**src/rtl/spi_arbiter.sv**
```systemverilog
// -----------------------------------------------------------------------------
// spi_arbiter
// Shares one SPI master between two requesters: requester 0 is the host
// command configurator and requester 1 is the front-end calibration/trigger
// sequencer. Each requester's strobe, slave select and frame are latched into
// a pending slot. The slots are then serialised onto the master one at a time.
// The winning slave select is held until the master reports completion, and
// the read-back word is then returned to the owner with a one-cycle done pulse.
//
// Build option:
//   SPI_ARB_RR_EN  defined   -> round-robin arbitration (a last-grant register
//                               is built, reset value 1 so requester 0 wins first)
//                  undefined -> fixed priority, requester 0 always wins
//
// Ports:
//   clk, rst_n                     clock (rising edge), async active-low reset
//   req0_wrt/req1_wrt        in    one-cycle transfer request strobes
//   req0_ss/req1_ss          in    [2:0] requested slave select (active-low)
//   req0_data/req1_data      in    [15:0] frame to send
//   req0_busy/req1_busy      out   request pending or in flight
//   req0_done/req1_done      out   one-cycle completion pulse
//   req0_rd_data/req1_rd_data out  [15:0] read-back word of last completion
//   wrt_SPI                  out   one-cycle start strobe to the SPI master
//   ss                       out   [2:0] slave select to the SPI master
//   SPI_data                 out   [15:0] frame to the SPI master
//   SPI_done                 in    master completion (level or pulse)
//   SPI_rd_data              in    [15:0] master shift-in word
// -----------------------------------------------------------------------------
module spi_arbiter (
   input  logic        clk,
   input  logic        rst_n,
   input  logic        req0_wrt,
   input  logic [2:0]  req0_ss,
   input  logic [15:0] req0_data,
   input  logic        req1_wrt,
   input  logic [2:0]  req1_ss,
   input  logic [15:0] req1_data,
   output logic        req0_busy,
   output logic        req0_done,
   output logic [15:0] req0_rd_data,
   output logic        req1_busy,
   output logic        req1_done,
   output logic [15:0] req1_rd_data,
   output logic        wrt_SPI,
   output logic [2:0]  ss,
   output logic [15:0] SPI_data,
   input  logic        SPI_done,
   input  logic [15:0] SPI_rd_data
);

   localparam logic [1:0] ST_IDLE   = 2'd0;
   localparam logic [1:0] ST_LAUNCH = 2'd1;
   localparam logic [1:0] ST_XFER   = 2'd2;

   localparam logic [2:0]  SS_NONE   = 3'b111;
   localparam logic [15:0] DATA_NONE = 16'h0000;

   logic [1:0]  r_state;
   logic        r_pend0;
   logic        r_pend1;
   logic [2:0]  r_ss0;
   logic [2:0]  r_ss1;
   logic [15:0] r_data0;
   logic [15:0] r_data1;
   logic        r_owner;      // requester that owns the current frame
   logic        r_wrt;
   logic [2:0]  r_ss;
   logic [15:0] r_spi_data;
   logic        r_done0;
   logic        r_done1;
   logic [15:0] r_rd0;
   logic [15:0] r_rd1;
`ifdef SPI_ARB_RR_EN
   logic        r_last;       // requester granted most recently
`endif

   logic        w_grant;
   logic        w_grant_id;
   logic        w_complete;

   // Grant decision, evaluated only while the FSM is idle
   always_comb begin
      w_grant = (r_state == ST_IDLE) && (r_pend0 || r_pend1);
      if (r_pend0 && r_pend1) begin
`ifdef SPI_ARB_RR_EN
         w_grant_id = ~r_last;
`else
         w_grant_id = 1'b0;
`endif
      end else if (r_pend1) begin
         w_grant_id = 1'b1;
      end else begin
         w_grant_id = 1'b0;
      end
   end

   // SPI_done only counts once the start strobe has gone out
   assign w_complete = (r_state == ST_XFER) && SPI_done;

   // Requester 0 pending slot: strobes while busy are dropped
   always_ff @(posedge clk or negedge rst_n) begin
      if (!rst_n) begin
         r_pend0 <= 1'b0;
         r_ss0   <= SS_NONE;
         r_data0 <= DATA_NONE;
      end else if (req0_wrt && !r_pend0) begin
         r_pend0 <= 1'b1;
         r_ss0   <= req0_ss;
         r_data0 <= req0_data;
      end else if (w_complete && (r_owner == 1'b0)) begin
         r_pend0 <= 1'b0;
      end else begin
         r_pend0 <= r_pend0;
      end
   end

   // Requester 1 pending slot: strobes while busy are dropped
   always_ff @(posedge clk or negedge rst_n) begin
      if (!rst_n) begin
         r_pend1 <= 1'b0;
         r_ss1   <= SS_NONE;
         r_data1 <= DATA_NONE;
      end else if (req1_wrt && !r_pend1) begin
         r_pend1 <= 1'b1;
         r_ss1   <= req1_ss;
         r_data1 <= req1_data;
      end else if (w_complete && (r_owner == 1'b1)) begin
         r_pend1 <= 1'b0;
      end else begin
         r_pend1 <= r_pend1;
      end
   end

   // Transfer sequencer driving the SPI master interface
   always_ff @(posedge clk or negedge rst_n) begin
      if (!rst_n) begin
         r_state    <= ST_IDLE;
         r_owner    <= 1'b0;
         r_wrt      <= 1'b0;
         r_ss       <= SS_NONE;
         r_spi_data <= DATA_NONE;
      end else begin
         case (r_state)
            ST_IDLE: begin
               if (w_grant) begin
                  r_state    <= ST_LAUNCH;
                  r_owner    <= w_grant_id;
                  r_wrt      <= 1'b1;
                  r_ss       <= w_grant_id ? r_ss1 : r_ss0;
                  r_spi_data <= w_grant_id ? r_data1 : r_data0;
               end else begin
                  r_state    <= ST_IDLE;
                  r_wrt      <= 1'b0;
                  r_ss       <= SS_NONE;
                  r_spi_data <= DATA_NONE;
               end
            end
            ST_LAUNCH: begin
               r_wrt   <= 1'b0;
               r_state <= ST_XFER;
            end
            ST_XFER: begin
               r_wrt <= 1'b0;
               if (SPI_done) begin
                  r_state    <= ST_IDLE;
                  r_ss       <= SS_NONE;
                  r_spi_data <= DATA_NONE;
               end else begin
                  r_state <= ST_XFER;
               end
            end
            default: begin
               r_state    <= ST_IDLE;
               r_wrt      <= 1'b0;
               r_ss       <= SS_NONE;
               r_spi_data <= DATA_NONE;
            end
         endcase
      end
   end

   // Completion pulses and read-back capture for the owning requester
   always_ff @(posedge clk or negedge rst_n) begin
      if (!rst_n) begin
         r_done0 <= 1'b0;
         r_done1 <= 1'b0;
         r_rd0   <= 16'h0000;
         r_rd1   <= 16'h0000;
      end else begin
         r_done0 <= w_complete && (r_owner == 1'b0);
         r_done1 <= w_complete && (r_owner == 1'b1);
         if (w_complete && (r_owner == 1'b0)) begin
            r_rd0 <= SPI_rd_data;
         end else begin
            r_rd0 <= r_rd0;
         end
         if (w_complete && (r_owner == 1'b1)) begin
            r_rd1 <= SPI_rd_data;
         end else begin
            r_rd1 <= r_rd1;
         end
      end
   end

`ifdef SPI_ARB_RR_EN
   // Last-grant memory; reset to 1 so requester 0 wins the first contest
   always_ff @(posedge clk or negedge rst_n) begin
      if (!rst_n) begin
         r_last <= 1'b1;
      end else if (w_grant) begin
         r_last <= w_grant_id;
      end else begin
         r_last <= r_last;
      end
   end
`endif

   assign req0_busy    = r_pend0;
   assign req1_busy    = r_pend1;
   assign req0_done    = r_done0;
   assign req1_done    = r_done1;
   assign req0_rd_data = r_rd0;
   assign req1_rd_data = r_rd1;
   assign wrt_SPI      = r_wrt;
   assign ss           = r_ss;
   assign SPI_data     = r_spi_data;

endmodule

```
**config.mk**
```make
export PLATFORM = sky130hd
export DESIGN_NAME = spi_arbiter
export DESIGN_NICKNAME = d
export VERILOG_FILES = /design/src/rtl/spi_arbiter.sv
export SDC_FILE = /design/constraint.sdc
export NUM_CORES = 1
export LEC_CHECK = 0
export BUFFER_PORTS_ARGS = -buffer_cell sky130_fd_sc_hd__buf_2
export CORE_ASPECT_RATIO = 1.1
export CORE_MARGIN = 2
export CORE_UTILIZATION = 35
export CTS_CLUSTER_SIZE = 24
export DETAILED_ROUTE_END_ITERATION = 10
export PLACE_DENSITY = 0.6
export SLEW_MARGIN = 15
export SYNTH_ARGS = -nofsm -noshare
export SYNTH_HDL_FRONTEND = slang
export SYNTH_SLANG_ARGS = --single-unit
```
**constraint.sdc**
```tcl
create_clock -name clk -period 2.2 [get_ports clk]
set_input_delay 0.11 -clock clk [delete_from_list [all_inputs] [get_ports clk]]
set_output_delay 0.11 -clock clk [all_outputs]
set_load 0.05 [all_outputs]
```
==> results of run 1 <==
critical path, delay by kind of cell (launching register included):
kind                   cells  cell delay (ns)
multiplexers               1             0.37
flip-flops                 1             0.43
AND/OR/NAND/NOR            2             0.41
buffers and inverters      1             0.32
stage by stage:
stage | hold WS, ns | utilization [%] | setup WS [ns] | cell area [um2] | cells
global route | 0.00490 | 48.6 | 0.452 | 5080 | 538
global placement | 0.0176 | 43.1 | 0.582 | 4500 | 492
finish | 0.0112 | 48.6 | 0.545 | 5080 | 538
CTS | 0.000436 | 48.6 | 0.532 | 5080 | 538
detailed placement | 0.0216 | 43.1 | 0.536 | 4500 | 492
floorplan | -0.186 | - | 0.450 | 3750 | 240
layout make-up:
cell class | count | area share [%]
Clock buffer | 12 | 4.85
Timing Repair Buffer | 152 | 18.6
Tap cell | 143 | 3.52
Inverter | 6 | 0.443
Sequential cell | 96 | 47.5
Clock inverter | 4 | 0.567
Multi-Input combinational cell | 125 | 24.5
power groups by stage:
stage          clock (uW)  sequential [uW]  combinational (uW)
3_3_place_gp            0             3200                4060
6_report             1440             3200                4130
5_1_grt              1590             3330                4380
4_1_cts              1500             3210                4170
2_1_floorplan           0             4810                1520
3_5_place_dp            0             3230                4130
state kept, by name (all words and copies together) (netlist names):
register	flops
r_owner	1
req0_busy	1
r_ss1	3
req1_busy	1
r_ss0	3
ss	3
req1_done	1
r_data1	16
r_data0	16
req1_rd_data	16
req0_done	1
SPI_data	16
req0_rd_data	16
r_state	2
path summary, 6_finish.rpt:
check / start / to / slack (ns) / cells past startpoint
max in group asynchronous: rst_n / r_ss1[2]$_DFFE_PN1P_ / 1.27 / 3
max: r_state[0]$_DFF_PN0_ / req0_rd_data[3]$_DFFE_PN0P_ / 0.55 / 4
max reg2reg: r_state[0]$_DFF_PN0_ / req0_rd_data[3]$_DFFE_PN0P_ / 0.55 / 4
min reg2reg: ss[0]$_DFFE_PN1P_ / ss[0]$_DFFE_PN1P_ / 0.49 / 2
min: req0_data[1] / r_data0[1]$_DFFE_PN0P_ / 0.01 / 2
min in group asynchronous: rst_n / r_data1[0]$_DFFE_PN0P_ / 0.20 / 2
Yosys cell counts:
master | number | area [um2]
dfrtp_1 | 87 | 2180
mux2_2 | 62 | 698
o22ai_1 | 16 | 100
o2bb2ai_1 | 16 | 140
dfstp_2 | 9 | 236
buf_2 | 8 | 40.0
mux2_4 | 8 | 120
inv_1 | 5 | 18.8
a21oi_1 | 4 | 20.0
a22oi_1 | 4 | 30.0
nor2b_1 | 3 | 18.8
clkbuf_1 | 2 | 7.51
nand2b_1 | 2 | 12.5
o21ai_2 | 2 | 17.5
a21o_1 | 1 | 7.51
buf_12 | 1 | 20.0
buf_4 | 1 | 7.51
buf_6 | 1 | 11.3
clkinv_1 | 1 | 3.75
nand2b_2 | 1 | 8.76
nand4_4 | 1 | 21.3
nor2_1 | 1 | 3.75
nor3_1 | 1 | 5.00
nor3b_2 | 1 | 12.5
o21bai_1 | 1 | 7.51
o221ai_1 | 1 | 8.76
routing by layer:
layer  track usage [%]  up-vias  part of all wire (%)
met5                 0        -                     0
met4              6.49        0                   1.6
met3              3.86        8                   5.0
met2              25.8       71                    50
met1              20.6     1276                    43
li1                  -     1185                     -
repair_timing:
action / 4_1_cts / 5_1_grt
hold buffers: 30 / 0
resized for setup: 0 / 0
endpoints found under the setup margin: 0 / 0
endpoints found under the hold margin: 50 / 0
cell families (layout without fill, tap and decap cells):
kind of cell	after synthesis	in the layout	synth area share, %
buffers and inverters	19	174	2.90
AND/OR/NAND/NOR	10	10	2.20
multiplexers	70	70	21.8
AO/OA/AOI/OAI	45	45	8.83
flip-flops	96	96	64.3
==> flow_summary.toml, run 1 <==
[pwr]
power_frac_clock_pct = 16.4
seq_power_share_pct = 36.5
swShare_pct = 44.1
power_uw = 8770
vdd_drop_max_uv = 700
p_sw_uw = 3870
pwr-share-comb_pct = 47.0
leakagePower_uw = 0.00235
internal_power_uw = 4910
power_density_nw_per_um2 = 1730

[logic_synthesis]
yosys.cell_types.count = 26
avgSynthCellArea_um2 = 15.6
synth_cells = 240
syn_area_um2 = 3750
seq_area_frac_synth_pct = 64.3
yosys_warnings = 0
syn_nets = 299
ys_ff_latch = 96

[clocking]
htree_num_levels = 3
cts_tree = "yes"
worstSkewPairLatency_ns = 0.34
clock_path_buffers = 2
clk_pin_slew_ns = 0.06
cts.sinks = 96
root_buffer = "clkbuf_16"
cts_buffers = 9
cts_setup_buffers = 0

[global_route]
grt-ovfl-total = 0
grt_start_max_net_pins = 76
grt_pass1_wl_mm = 14.1
antenna_found_initial = 0
grt_pass1_vias = 2754
grt.total_usage_pct = 16.0

[die]
rows = 39
initial_core_util_pct = 36.0
fp.dieH_um = 113
core_um2 = 10400
die_x_um = 103
pin_count = 115
dieArea_um2 = 11600

[placement]
io_buffer_count = 114
globalplace.congestion = 0.724
hpwl_mm = 5.54

[finish]
layout_common_cells = "113 x buf_2, 87 x dfrtp_1, 62 x mux2_2"
fillers = 978
fin_nets = 449
multi_input_area_um2 = 1240
antenna_cells = 0
register_area_um2 = 2410
final_common_cell = "buf_2"
syn_to_final_growth_pct = 35.3
layout-drive-gt1-share_pct = 56.2

[sta]
period_share_pct = 75.2
setup_viol_count_final = 0
max_freq_mhz = 604
rsz0062_at_grt = "no"
fin_skew_ns = 0.00528
finalCriticalPeriod_ns = 1.65
hold_viol = 0
fin_setup_tns_ns = 0
relSlewSlack_pct = 73.6
worst_slew_pin_slew_ns = 0.396
maxSlewViolCount = 0

[worst_setup_path]
path_cells = "nand2b_2 -> nor3b_4 -> buf_4 -> mux2_2"
critPathArrivalTime_ns = 1.87
cp_slowest_cell = "dfrtp_1"
cp.required_ns = 2.42
cp_max_fo = 18
criticalPathCategory = "flop to flop"
max_stage_delay_ns = 0.43
critPathLaunchType = "flop"
end_kind = "flop"

[detailed_routing]
drc = 0
wirelength_mm = 8.47
drt_iter0_markers = 84
ant_nets = 0
wl_per_cell_um = 15.7
routed-via-count = 2540
drtPass1Iterations = 4
vias_per_cell = 4.72

[hold_path]
hold_class = "primary input to flop"

[job]
maxCapViolCount = 0

[run_status]
status = "completed"
No activity file was read; power rests on OpenSTA's default activity.
==> run 2: changes to the inputs <==
--- a/config.mk
+++ b/config.mk
@@ -5,6 +5,7 @@
 export SDC_FILE = /design/constraint.sdc
 export NUM_CORES = 1
 export LEC_CHECK = 0
+export ABC_AREA = 1
 export BUFFER_PORTS_ARGS = -buffer_cell sky130_fd_sc_hd__buf_2
 export CORE_ASPECT_RATIO = 1.1
 export CORE_MARGIN = 2
==> constraint.sdc (replaced) <==
create_clock -name clk -period 1.6 [get_ports clk]
set_input_delay 0.08 -clock clk [delete_from_list [all_inputs] [get_ports clk]]
set_output_delay 0.08 -clock clk [all_outputs]
set_load 0.05 [all_outputs]
==> run 2 against run 1 <==
Compared with the run above:
- combinational power increased by 28%
- sequential share of layout area decreased by 2.3 points
- worst setup slack got worse by 0.33 ns
- non-clock buffer count increased by 4
- wire length increased by 12%
- die area increased by 5.3%
- critical path depth increased by 1
- clock skew increased by 0.0023 ns
- via count increased by 34%
- critical endpoint is now req1_rd_data[9]$_DFFE_PN0P_
- largest cell class unchanged
==> flow_summary.toml, run 2 <==
[run_status]
status = "completed"

[finish]
layout_common_cells = "209 x nand2_1, 113 x buf_2, 87 x dfrtp_1"
final_common_cell = "nand2_1"
antenna_cells = 0
final_util_pct = 48.7
layout-drive-gt1-share_pct = 25.9
final_area_um2 = 5330
syn_to_final_growth_pct = 34.6
fin_nets = 657

[sta]
fin_setup_tns_ns = 0
setup_viol_count_final = 0
worst_slew_pin_slew_ns = 0.568
period_share_pct = 86.7
relSlewSlack_pct = 62.0
hold_viol = 0
max_freq_mhz = 721
maxSlewViolCount = 0
fin_ws_ns = 0.213
fin_skew_ns = 0.00756
finalCriticalPeriod_ns = 1.39
rsz0062_at_grt = "no"

[placement]
place_area_um2 = 4640
hpwl_mm = 6.69
pre_cts_ws_ns = 0.210
io_buffer_count = 114
globalplace.congestion = 0.755

[logic_synthesis]
syn_nets = 513
synth.largest_area_cell = "dfrtp_1"
synthTopCellsByArea = "dfrtp_1 55%, nand2_1 20%, dfstp_2 6.0%"
synth_cells = 454
yosys.cell_types.count = 22
async_flop_share_pct = 100
seq_area_frac_synth_pct = 60.9
synth.most_common_cell = "nand2_1"
synth_top_flop_cell = "dfrtp_1"
ys_ff_latch = 96
yosys-top-cells-count = "209 x nand2_1, 87 x dfrtp_1, 39 x nand3_1"
syn_area_um2 = 3960
avgSynthCellArea_um2 = 8.73
synth_edf_count = 0
synth.top_cell.area_share_pct = 54.9
yosys_warnings = 0

[pwr]
power_frac_clock_pct = 20.4
power_uw = 11900
internal_power_uw = 6500
swShare_pct = 45.3
leakagePower_uw = 0.00296
power_density_nw_per_um2 = 2230
vdd_drop_max_uv = 1150
p_sw_uw = 5370
pwr-share-comb_pct = 44.5
seq_power_share_pct = 35.0

[detailed_routing]
routed-via-count = 3404
wirelength_mm = 9.51
wl_per_cell_um = 12.7
drt_iter0_markers = 166
drtPass1Iterations = 5
ant_nets = 0
vias_per_cell = 4.54
drc = 0

[die]
initial_core_util_pct = 36.2
fp.dieH_um = 116
die_x_um = 105
dieArea_um2 = 12200
core_um2 = 11000
pin_count = 115
rows = 40

[worst_setup_path]
end_kind = "flop"
cp_max_fo = 32
critPathLaunchType = "flop"
cp_slowest_cell = "dfrtp_1"
path_cells = "nand2_2 -> nor2_2 -> nand2_2 -> nand2_1 -> o21ai_1"
max_stage_delay_ns = 0.40
criticalPathCategory = "flop to flop"
path_common_cell = "nand2_2"
cp.required_ns = 1.80
critPathArrivalTime_ns = 1.59

[clocking]
cts_buffers = 9
htree_num_levels = 3
worstSkewPairLatency_ns = 0.34
clk_pin_slew_ns = 0.06
clock_path_buffers = 2
cts_tree = "yes"
root_buffer = "clkbuf_16"
cts.sinks = 96

[global_route]
grt-ovfl-total = 0
grt_pass1_vias = 3227
grt_start_max_net_pins = 47
grt.total_usage_pct = 16.5
grt_pass1_wl_mm = 15.8
antenna_found_initial = 0

[job]
maxCapViolCount = 0

[hold_path]
hold_class = "primary input to flop"
## run 2: cells by family (layout without fill, tap and decap cells)
logic type | count (synthesis) | in the layout | synth area share, %
and+or+nand+nor | 273 | 273 | 28.1
DFF | 96 | 96 | 60.9
buffers and inverters | 48 | 197 | 6.35
AOI/OAI and AO/OA | 37 | 37 | 4.67
## run 2: worst max-delay path: cells and delay by family, from the launching register on
family          cells  cell delay (ns)
simple gates        4             0.76
flops               1             0.40
compound gates      1             0.08
## run 2: area by class of cell
class                           instances  area [um2]
Fill cell                            1074        5630
Sequential cell                        96        2410
Multi-Input combinational cell        310        1300
Timing Repair Buffer                  156        1000
Clock buffer                           13         250
Tap cell                              147         184
Inverter                               25        96.3
Clock inverter                          3        90.1
## run 2: stage by stage
step                      std cells  hold WS (ns)
after global routing            750        0.0187
final                           750       0.00849
after global placement          699        0.0334
after floorplan                 454        -0.216
after detailed placement        699        0.0355
after CTS                       750      0.000423
## run 2: routing by layer
layer / vias to the layer above / track usage [%] / part of all wire (%)
met5: - / 0 / 0
li1: 1707 / - / -
met2: 118 / 25.9 / 44
met4: 0 / 6.40 / 1.5
met3: 10 / 2.98 / 5.6
met1: 1569 / 22.9 / 49
## run 2: worst paths after layout
path	startpoint	endpoint	slack (ns)	cells past startpoint
min in group asynchronous	rst_n	req0_rd_data[0]$_DFFE_PN0P_	0.22	2
worst min-delay path	req0_data[13]	r_data0[13]$_DFFE_PN0P_	0.008	3
max in group asynchronous	rst_n	ss[1]$_DFFE_PN1P_	0.69	3
worst min register to register	SPI_data[0]$_DFFE_PN0P_	SPI_data[0]$_DFFE_PN0P_	0.46	2
worst max register to register	r_state[1]$_DFF_PN0_	req1_rd_data[9]$_DFFE_PN0P_	0.21	5
worst max-delay path	r_state[1]$_DFF_PN0_	req1_rd_data[9]$_DFFE_PN0P_	0.21	5
## run 2: power groups by stage
stage / combinational [uW] / clock [uW] / sequential [uW]
floorplan: 2070 / 0 / 6160
CTS: 5340 / 2500 / 4160
detailed placement: 5270 / 0 / 4200
global route: 5770 / 2580 / 4310
finish: 5280 / 2430 / 4160
global placement: 5190 / 0 / 4180
## run 2: repair_timing
item,4_1_cts,5_1_grt
endpoints found under the hold margin,66,0
setup buffers,0,0
resized for setup,0,0
hold buffers,35,0
==> run 3: changes to the inputs <==
--- a/config.mk
+++ b/config.mk
@@ -8,7 +8,7 @@
 export ABC_AREA = 1
 export BUFFER_PORTS_ARGS = -buffer_cell sky130_fd_sc_hd__buf_2
 export CORE_ASPECT_RATIO = 1.1
-export CORE_MARGIN = 2
+export CORE_MARGIN = 4
 export CORE_UTILIZATION = 35
 export CTS_CLUSTER_SIZE = 24
 export DETAILED_ROUTE_END_ITERATION = 10
==> run 3 against run 2 <==
Compared with the run above:
- wire length increased by 2.2%
- combinational power about the same
- final area grew 0.54%
- core utilization hardly changed
- clock power is 7% lower
- sequential share of layout area is 0.24 points lower
- hold slack worse by 0.0050 ns
- clock skew down 0.00058 ns
- fmax increased by 1.9%
- critical path type unchanged
==> flow_summary.toml, run 3 (same netlist as run 2, synthesis figures left out) <==
[run_status]
status = "completed"

[pwr]
vdd_drop_max_uv = 798
power_density_nw_per_um2 = 2190
leakagePower_uw = 0.00297
power_uw = 11700

[sta]
setup_viol_count_final = 0
fin_skew_ns = 0.00698
max_freq_mhz = 735
worst_slew_pin_slew_ns = 0.572
maxSlewViolCount = 0
relSlewSlack_pct = 61.8
hold_viol = 0
finalCriticalPeriod_ns = 1.36
rsz0062_at_grt = "no"
fin_ws_ns = 0.239
period_share_pct = 85.0
fin_setup_tns_ns = 0

[global_route]
grt-ovfl-total = 0
grt.total_usage_pct = 15.7
grt_pass1_wl_mm = 16.4
antenna_found_initial = 0
grt_start_max_net_pins = 64
grt_pass1_vias = 3431

[worst_setup_path]
path_cells = "nor2_2 -> nand2_2 -> nand2_1 -> o21ai_1"
end_kind = "flop"
critPathArrivalTime_ns = 1.56
critPathLaunchType = "flop"
cp_num_buf_inv = 0
cp_slowest_cell = "dfrtp_1"
max_stage_delay_ns = 0.45
criticalPathCategory = "flop to flop"
crit_family = "simple AND/OR/NAND/NOR gates"
cp.required_ns = 1.80
cp_max_fo = 32

[die]
pin_count = 115
rows = 40
fp.dieH_um = 120
initial_core_util_pct = 36.0
die_x_um = 109
dieArea_um2 = 13100
core_um2 = 11000

[placement]
hpwl_mm = 6.90
io_buffer_count = 114
globalplace.congestion = 0.761
place_area_um2 = 4640
pre_cts_ws_ns = 0.247

[clocking]
cts-resized-gates = 0
cts_buffers = 9
cts_setup_buffers = 0
worstSkewPairLatency_ns = 0.34
cts_tree = "yes"
clk_pin_slew_ns = 0.07
htree_num_levels = 3
cts_hold_buf = 40
clock_path_buffers = 2
root_buffer = "clkbuf_16"
cts.sinks = 96

[job]
maxCapViolCount = 0

[finish]
syn_to_final_growth_pct = 35.3
final_common_cell = "nand2_1"
antenna_cells = 0
layout-drive-gt1-share_pct = 26.0
final_area_um2 = 5360
layout_common_cells = "209 x nand2_1, 113 x buf_2, 87 x dfrtp_1"
final_util_pct = 48.7
fin_nets = 662

[detailed_routing]
routed-via-count = 3381
wirelength_mm = 9.72
wl_per_cell_um = 12.9
drc = 0
drt_iter0_markers = 250
ant_nets = 0
drtPass1Iterations = 4
vias_per_cell = 4.48

[hold_path]
hold_class = "primary input to flop"
run 3: cell types whose count changed in the layout (fill, tap and decap cells not counted):
cell	delta
inv_6	+1
clkinv_2	+1
clkbuf_8	-1
bufinv_16	-1
clkinv_1	+1
clkinvlp_4	+1
clkinv_4	+1
dlygate4sd3_1	+5
clkbuf_1	-3
run 3: path summary, 6_finish.rpt:
check | cells after the start | slack (ns) | startpoint | endpoint
max | 4 | 0.24 | r_state[0]$_DFF_PN0_ | req0_rd_data[8]$_DFFE_PN0P_
min reg2reg | 2 | 0.46 | SPI_data[11]$_DFFE_PN0P_ | SPI_data[11]$_DFFE_PN0P_
max reg2reg | 4 | 0.24 | r_state[0]$_DFF_PN0_ | req0_rd_data[8]$_DFFE_PN0P_
min in group asynchronous | 3 | 0.31 | rst_n | SPI_data[10]$_DFFE_PN0P_
min | 3 | 0.003 | req0_data[10] | r_data0[10]$_DFFE_PN0P_
max in group asynchronous | 3 | 0.95 | rst_n | req0_rd_data[8]$_DFFE_PN0P_
run 3: worst register-to-register path, cell delays in order (launching register included):
cell     delay [ns]
dfrtp_1        0.45
nor2_2         0.18
nand2_2        0.35
nand2_1        0.17
o21ai_1        0.07
run 3: cell type report:
class                   count  area, um2
multi-input cells         310       1300
well taps                 147        184
clock inverters             7       93.8
fillers                  1080       5650
clock buffers               9        225
flip-flops and latches     96       2410
repair buffers            161       1050
inverters                  25       96.3
run 3: routing by layer:
layer  vias up  share of wire [%]  track usage (%)
met4         0               0.23             3.74
met1      1546                 46             22.2
li1       1713                  -                -
met3         2                7.6             3.55
met5         -                  0                0
met2       120                 46             24.4
run 3: where the power goes:
part | leakage [uW] | switching [uW] | internal, uW | total, uW
sequential | 0.00119 | 613 | 3570 | 4190
clock | 0.000153 | 900 | 1370 | 2270
combinational | 0.00162 | 3930 | 1360 | 5290
run 3: through the flow:
step,hold WS [ns],instances
after floorplan,-0.216,454
after global placement,0.114,699
after detailed placement,0.114,699
after CTS,0.000903,755
after global routing,0.00600,755
final,0.00347,755
